===== src/rtl/rename_ckpt_ctrl.sv =====
// Branch checkpoint / allocation controller for the physical-register free list.
// Optional statistics counters are compiled in with `define FL_CKPT_STATS_EN.
module rename_ckpt_ctrl #(
  parameter int CKPT_DEPTH     = 8,
  parameter int TAG_W          = 3,
  parameter int RECOVER_CYCLES = 1
) (
  input  logic             clk,
  input  logic             reset,
  input  logic             alloc_req,
  output logic             alloc_grant,
  input  logic             ckpt_req,
  output logic             ckpt_grant,
  output logic [TAG_W-1:0] ckpt_tag,
  output logic             ckpt_full,
  input  logic             fl_empty,
  input  logic [6:0]       fl_r_ptr,
  input  logic [6:0]       fl_w_ptr,
  input  logic             resolve_valid,
  input  logic [TAG_W-1:0] resolve_tag,
  input  logic             resolve_mispredict,
  output logic             fl_mispredict,
  output logic [6:0]       fl_re_r_ptr,
  output logic [6:0]       fl_re_w_ptr,
  output logic             commit_hold,
  output logic             recovering
`ifdef FL_CKPT_STATS_EN
  ,
  output logic [15:0]      stat_mispredicts,
  output logic [15:0]      stat_stall_cycles
`endif
);

  localparam logic [0:0] IDLE    = 1'b0;
  localparam logic [0:0] RECOVER = 1'b1;
  localparam int         CNT_W   = 2;

  logic [0:0]            state_q, state_d;
  logic [CNT_W-1:0]      cnt_q, cnt_d;
  logic [TAG_W-1:0]      tail_q, tail_d;
  logic [CKPT_DEPTH-1:0] valid_q, valid_d;
  logic [6:0]            slot_ptr_q [CKPT_DEPTH];
  logic                  fl_mispredict_q, fl_mispredict_d;
  logic [6:0]            re_r_q, re_r_d;
  logic [6:0]            re_w_q, re_w_d;

  logic                  idle;
  logic                  tag_valid;
  logic                  mp_now;
  logic                  ok_now;
  logic                  full_now;
  logic [TAG_W-1:0]      span;
  logic [CKPT_DEPTH-1:0] squash;

  assign idle      = (state_q == IDLE);
  assign tag_valid = valid_q[resolve_tag];
  assign mp_now    = idle && resolve_valid && resolve_mispredict && tag_valid;
  assign ok_now    = idle && resolve_valid && !resolve_mispredict && tag_valid;
  assign full_now  = valid_q[tail_q];
  // Number of live checkpoints from the mispredicted one up to (not incl.) tail.
  assign span      = tail_q - resolve_tag;

  for (genvar gi = 0; gi < CKPT_DEPTH; gi++) begin : g_squash
    localparam logic [TAG_W-1:0] IDX = TAG_W'(gi);
    assign squash[gi] = full_now || ((IDX - resolve_tag) < span);
  end

  assign alloc_grant   = alloc_req && !fl_empty && idle && !mp_now;
  assign ckpt_grant    = ckpt_req && !full_now && idle && !mp_now;
  assign ckpt_tag      = tail_q;
  assign ckpt_full     = full_now;
  assign fl_mispredict = fl_mispredict_q;
  assign fl_re_r_ptr   = re_r_q;
  assign fl_re_w_ptr   = re_w_q;
  assign commit_hold   = !idle;
  assign recovering    = !idle;

  always_comb begin
    state_d         = state_q;
    cnt_d           = cnt_q;
    tail_d          = tail_q;
    valid_d         = valid_q;
    fl_mispredict_d = 1'b0;
    re_r_d          = re_r_q;
    re_w_d          = re_w_q;
    if (ckpt_grant) begin
      valid_d[tail_q] = 1'b1;
      tail_d          = tail_q + TAG_W'(1);
    end
    if (ok_now) begin
      valid_d[resolve_tag] = 1'b0;
    end
    if (mp_now) begin
      valid_d         = valid_q & ~squash;
      tail_d          = resolve_tag;
      state_d         = RECOVER;
      cnt_d           = CNT_W'(RECOVER_CYCLES - 1);
      fl_mispredict_d = 1'b1;
      re_r_d          = slot_ptr_q[resolve_tag];
      re_w_d          = fl_w_ptr;
    end else if (!idle) begin
      if (cnt_q == '0) begin
        state_d = IDLE;
      end else begin
        cnt_d = cnt_q - CNT_W'(1);
      end
    end
  end

  always_ff @(posedge clk or negedge reset) begin
    if (!reset) begin
      state_q         <= IDLE;
      cnt_q           <= '0;
      tail_q          <= '0;
      valid_q         <= '0;
      fl_mispredict_q <= 1'b0;
      re_r_q          <= '0;
      re_w_q          <= '0;
    end else begin
      state_q         <= state_d;
      cnt_q           <= cnt_d;
      tail_q          <= tail_d;
      valid_q         <= valid_d;
      fl_mispredict_q <= fl_mispredict_d;
      re_r_q          <= re_r_d;
      re_w_q          <= re_w_d;
    end
  end

  // Pointer payload needs no reset: it is only read behind a set valid bit.
  always_ff @(posedge clk) begin
    if (ckpt_grant) begin
      slot_ptr_q[tail_q] <= fl_r_ptr;
    end
  end

`ifdef FL_CKPT_STATS_EN
  logic [15:0] stat_mis_q, stat_mis_d;
  logic [15:0] stat_stall_q, stat_stall_d;
  logic        stall_now;

  assign stall_now = (alloc_req && !alloc_grant) || (ckpt_req && !ckpt_grant);

  always_comb begin
    stat_mis_d   = stat_mis_q;
    stat_stall_d = stat_stall_q;
    if (mp_now && (stat_mis_q != 16'hFFFF)) begin
      stat_mis_d = stat_mis_q + 16'd1;
    end
    if (stall_now && (stat_stall_q != 16'hFFFF)) begin
      stat_stall_d = stat_stall_q + 16'd1;
    end
  end

  always_ff @(posedge clk or negedge reset) begin
    if (!reset) begin
      stat_mis_q   <= '0;
      stat_stall_q <= '0;
    end else begin
      stat_mis_q   <= stat_mis_d;
      stat_stall_q <= stat_stall_d;
    end
  end

  assign stat_mispredicts  = stat_mis_q;
  assign stat_stall_cycles = stat_stall_q;
`endif

endmodule


===== config.mk =====
export PLATFORM = sky130hd
export DESIGN_NAME = rename_ckpt_ctrl
export DESIGN_NICKNAME = d
export VERILOG_FILES = /design/src/rtl/rename_ckpt_ctrl.sv
export SDC_FILE = /design/constraint.sdc
export NUM_CORES = 1
export LEC_CHECK = 0
export ABC_CLOCK_PERIOD_IN_PS = 2900
export BUFFER_PORTS_ARGS = -buffer_cell sky130_fd_sc_hd__buf_4
export CAP_MARGIN = 15
export CELL_PAD_IN_SITES_DETAIL_PLACEMENT = 2
export CELL_PAD_IN_SITES_GLOBAL_PLACEMENT = 2
export CORE_MARGIN = 4
export CORE_UTILIZATION = 30
export CTS_BUF_LIST = sky130_fd_sc_hd__clkbuf_8
export DETAILED_ROUTE_END_ITERATION = 10
export GPL_TIMING_DRIVEN = 1
export HOLD_SLACK_MARGIN = 0.03
export PLACE_DENSITY_LB_ADDON = 0.25
export SLEW_MARGIN = 40
export SYNTH_ARGS = -nofsm -noshare
export SYNTH_HDL_FRONTEND = slang
export SYNTH_SLANG_ARGS = --single-unit

===== constraint.sdc =====
create_clock -name clk -period 2.9 [get_ports clk]
set_input_delay 0.435 -clock clk [delete_from_list [all_inputs] [get_ports clk]]
set_output_delay 0.435 -clock clk [all_outputs]
set_load 0.01 [all_outputs]

Word level (Yosys, flattened, before mapping) --
Memories as Yosys holds them, arrays and structs flattened. A register that Yosys moved wholly into a read port is not among the register bits. Cells that the tools add are included.
Word-level totals: flip-flop bits (word level) 22, bits in latches 0, bits in writable memories 56, ROM bits 0, input port bits 24, output and inout bits 23, word-level logic and storage cells 89, memories kept 1
Memories:
- slot_ptr_q | words 8, bits a word 7, read ports 1, clocked after memory_dff 1, write ports 1, line 42 | logic [6:0] slot_ptr_q [CKPT_DEPTH];
Cells by class: add/subtract/negate cells 11, multipliers 0, divide/modulo/power cells 0, $lt $le $gt $ge 12, eq/ne operators 1, shift operators 0, mux-type cells 22, bitwise gates (word level) 6, reductions and logical operators 30
Operators by type and width (number):
- < comparator 3 bit | 8
- two-way mux 8 bit | 3
- bitwise AND 8 bit | 2
- NOT 8 bit | 2
- logical AND 1 bit | 13
- subtractor 3 bit (first input constant) | 4
- two-way mux 1 bit | 10
- logical OR 1 bit | 8
- < comparator 3 x 4 -> 1 bit (second input constant) | 2
- OR 8 bit | 1
- binary-select mux 1 bit (select 3 bit) | 2
- demux 1 bit (select 3 bit) | 2
- greater-or-equal comparator 3 x 1 -> 1 bit (second input constant) | 2
- two-way mux 2 bit | 3
- two-way mux 3 bit | 2
- subtractor 1 x 3 -> 3 bit (first input constant) | 2
- subtractor 2 x 3 -> 3 bit (first input constant) | 2
- zero test 1 bit | 5
- nonzero test 2 bit | 2
- adder 3 x 1 -> 3 bit (second input constant) | 1
- subtractor 3 bit | 1
- zero test 2 bit | 1
- != test 2 bit (second input constant) | 1
- AND reduction 2 bit | 1
- 2 further kinds | 2

Logic depth before layout (Yosys ltp) --
depth after elaboration 10, mapped depth 11, mapped depth without buffers 9

Worst setup path before layout --
OpenSTA, ideal clock, no wires.
path type input to register, from input port resolve_tag[0], to memory slot_ptr_q[0][0] (enable), library setup time 0.393 ns, arrival 2.271 ns, required time 2.507 ns, setup slack 0.236 ns, stages on the path 6, buffers on the path 2, cell sequence buf_6 mux2_4 a2bb2oi_2 a31o_1 buf_2 nor4b_1
Between the ends: word-level cells in the longest chain between the ends 7
Ends and longest elaborated chain:
- from (decl) | line 20 | input logic [TAG_W-1:0] resolve_tag,
- binary-select mux 1 bit (select 3 bit) | line 56 | assign tag_valid = valid_q[resolve_tag];
- two-way mux 1 bit (implied by the code) | line 56
- logical AND 1 bit | line 57 | assign mp_now = idle && resolve_valid && resolve_mispredict && tag_valid;
- zero test 1 bit | line 69 | assign ckpt_grant = ckpt_req && !full_now && idle && !mp_now;
- logical AND 1 bit | line 69
- two-way mux 1 bit | line 132 | if (ckpt_grant) begin
- two-way mux 1 bit (implied by the code) | line 133 | slot_ptr_q[tail_q] <= fl_r_ptr;
- to (decl) | line 42
No other way between the ends. The select of a mux whose other input is x is not followed.

Final worst setup path --
from register tail_q[1], in the netlist ckpt_tag[1], to output port ckpt_grant
Between the ends: word-level cells in the longest chain between the ends 6
Ends and longest elaborated chain:
- from (decl) | line 40 | logic [TAG_W-1:0] tail_q, tail_d;
- from (signal assigned) | line 122 | tail_q <= tail_d;
- binary-select mux 1 bit (select 3 bit) | line 59 | assign full_now = valid_q[tail_q];
- two-way mux 1 bit (implied by the code) | line 59
- zero test 1 bit | line 69
- logical AND 1 bit (3 in series) | line 69
- to (decl) | line 13 | output logic ckpt_grant,
No other way between the ends. The select of a mux whose other input is x is not followed.

==> flow_summary.toml <==
[setup_path]
cp_cell_sequence = "nand2_1, o21ai_0, nor3_2, inv_1, nor3_1, buf_4"
reg2reg_from = "ckpt_tag[1]"
critical_path_required_ns = 2.47
worst_setup_path_end_kind = "primary output"
cp_max_fo = 11
critPathMaxStageDelay_ns = 0.64
arrival_ns = 2.19
crit_path_top_delay_cell = "dfrtp_1"
cp-startpoint = "ckpt_tag[1]"
crit_type = "flop to primary output"
cp-start-kind = "flop"

[route]
route.detailed.drc = 0
vias = 2771
detail-route-antenna-nets = 0
wl_per_cell_um = 20.4
wl_mm = 11.3
viasPerCell = 5.00
drt-initial-drc-count = 161
dr.pass1.iters = 4

[synthesis]
synthArstFlopShare = 0.341
ys_seq_area_frac = 0.583
syn_avg_cell_area_um2 = 13.1
synth_cell_types = 52
synth_top_cells_by_area = "edfxtp_1 41%, dfrtp_1 18%, mux4_2 7.6%, ha_1 4.5%, nand2_1 3.6%"
yosys_warnings = 0
syn_nets = 355
syn-cell-area_mm2 = 0.00413
ys_seq_elements = 85
syn_inst = 315
netlist.area_leader.share = 0.408
synth-edff-count = 56
yosysTopAreaCell = "edfxtp_1"
ys.flop_type = "edfxtp_1"

[timing]
fin_crit_ns = 2.63
holdWs_ns = 0.266
hold_violations = 0
fin_setup_tns_ns = 0
timing.final.crit_share = 0.906
setup_viol = 0
fin_skew_ns = 0.0150
max-slew-margin-rel = 0.607
rsz0062_at_grt = "no"
tightest_slew_ns = 0.583
drv_slew = 0
fmax_ghz = 0.380

[layout]
fill_cells = 1388
layout-area-overhead-vs-synth_pct = 19.8
mostFrequentLayoutCell = "buf_4"
fin_nets = 413
multi_input_area_mm2 = 0.00155
final_cell_mix = "64 x buf_4, 56 x edfxtp_1, 40 x nand2_1"
n_antenna_cell = 0
drive_gt1_frac = 0.283
regArea_mm2 = 0.00241

[min_path]
min_from = "fl_w_ptr[2]"
min_path_type = "primary input to flop"

[pwr]
power.leakage_nw = 1.98
p_per_area_mw_per_mm2 = 881
vdd_drop_max_mv = 0.228

[global_route]
grt.overflow.total = 0
grt.total_usage = 0.150
grt_pass1_wl_mm = 18.2
grt_max_degree = 30
antenna_found_initial = 0
grt_pass1_vias = 3026

[outcome]
outcome = "finished clean"

[cts]
cts_buffers = 9
clkSinkCount = 85
root_buffer = "clkbuf_8"
cts_tree = "done"
cts-htree-levels = 3
clk_pin_slew_ns = 0.09
clock_path_buffers = 2
worstSkewPairLatency_ns = 0.36

[job]
drv_cap = 0

[die]
io_pins = 47
die_width_um = 125
row_count = 42
die_h_um = 125
start_util = 0.309
core_area_mm2 = 0.0133
die_area_mm2 = 0.0157

[placed_design]
gp_congestion = 0.814
io_buffers = 46
dp_hpwl_mm = 7.98
[cells by family (layout without fill, tap and decap cells)]
kind of cell | after synthesis | in the layout | synth area share
xor+xnor | 6 | 6 | 0.0146
fa+ha+maj | 17 | 17 | 0.0528
flops | 85 | 85 | 0.583
mux | 28 | 28 | 0.112
simple gates | 86 | 86 | 0.106
compound gates | 56 | 56 | 0.0898
buf+inv | 37 | 100 | 0.0418
[cell usage after synthesis (all sizes together), types with 6 or more instances]
cell,number
dfrtp,29
nand2b,6
nand2,41
o22ai,6
clkbuf,6
mux4,14
buf,12
a21oi,14
mux2i,13
nor4,8
ha,15
o21ai,15
inv,18
edfxtp,56
nor2,13
[power by group]
part           switching (W)  internal (W)
registers           0.000227       0.00156
clock network       0.000459      0.000405
logic               0.000959      0.000745
total                0.00164       0.00271
[what timing repair did]
item / CTS / global route
hold buffers: 1 / 0
gates resized for setup: 0 / 1
setup buffers: 0 / 1
hold endpoints to repair: 29 / 0
endpoints found under the setup margin: 0 / 1
[metrics by stage]
step | util | total power [W] | instances | setup slack, ns | cell area (um2)
global placement | 0.354 | 0.00345 | 536 | 0.374 | 4730
detailed placement | 0.354 | 0.00351 | 536 | 0.230 | 4730
finish | 0.370 | 0.00436 | 554 | 0.272 | 4940
floorplan | - | 0.00280 | 315 | 0.236 | 4130
CTS | 0.370 | 0.00438 | 553 | 0.0433 | 4930
global route | 0.370 | 0.00468 | 554 | 0.0698 | 4940
[metal layers]
| metal | track usage | share of wire | up-vias |
|---|---|---|---|
| met2 | 0.233 | 0.46 | 58 |
| met3 | 0.0299 | 0.036 | 10 |
| met4 | 0.0395 | 0.013 | 0 |
| met1 | 0.217 | 0.49 | 1425 |
| met5 | 0 | 0 | - |
| li1 | - | - | 1278 |
[flip-flops by register name, indices dropped and copies added (netlist names)]
| register | cells |
|---|---|
| ckpt_tag | 3 |
| cnt_q | 2 |
| commit_hold | 1 |
| fl_mispredict | 1 |
| fl_re_r_ptr | 7 |
| fl_re_w_ptr | 7 |
| slot_ptr_q | 56 |
| valid_q | 8 |
[final timing paths]
check | to | slack (ns) | depth (start not counted)
worst max register to register | valid_q[1] | 0.28 | 8
min in group asynchronous | ckpt_tag[2] | 0.55 | 2
max in group asynchronous | cnt_q[1] | 2.04 | 2
worst min register to register | fl_re_w_ptr[5] | 0.49 | 2
worst max-delay path | ckpt_grant | 0.27 | 6
worst min-delay path | fl_re_w_ptr[2] | 0.27 | 3
[area by class of cell]
cell class	instances	share of cell area
multi-input cells	193	0.314
clock inverters	7	0.0152
repair buffers	65	0.0992
clock buffers	9	0.0251
inverters	19	0.0147
well taps	176	0.0445
flip-flops and latches	85	0.487
[worst max-delay path, delay by kind of cell, from the launching register on]
| kind | cells | cell delay, ns |
|---|---|---|
| AOI/OAI and AO/OA | 1 | 0.54 |
| buffers and inverters | 2 | 0.24 |
| DFF | 1 | 0.64 |
| and+or+nand+nor | 3 | 0.40 |
No activity file was read; power rests on OpenSTA's default activity.
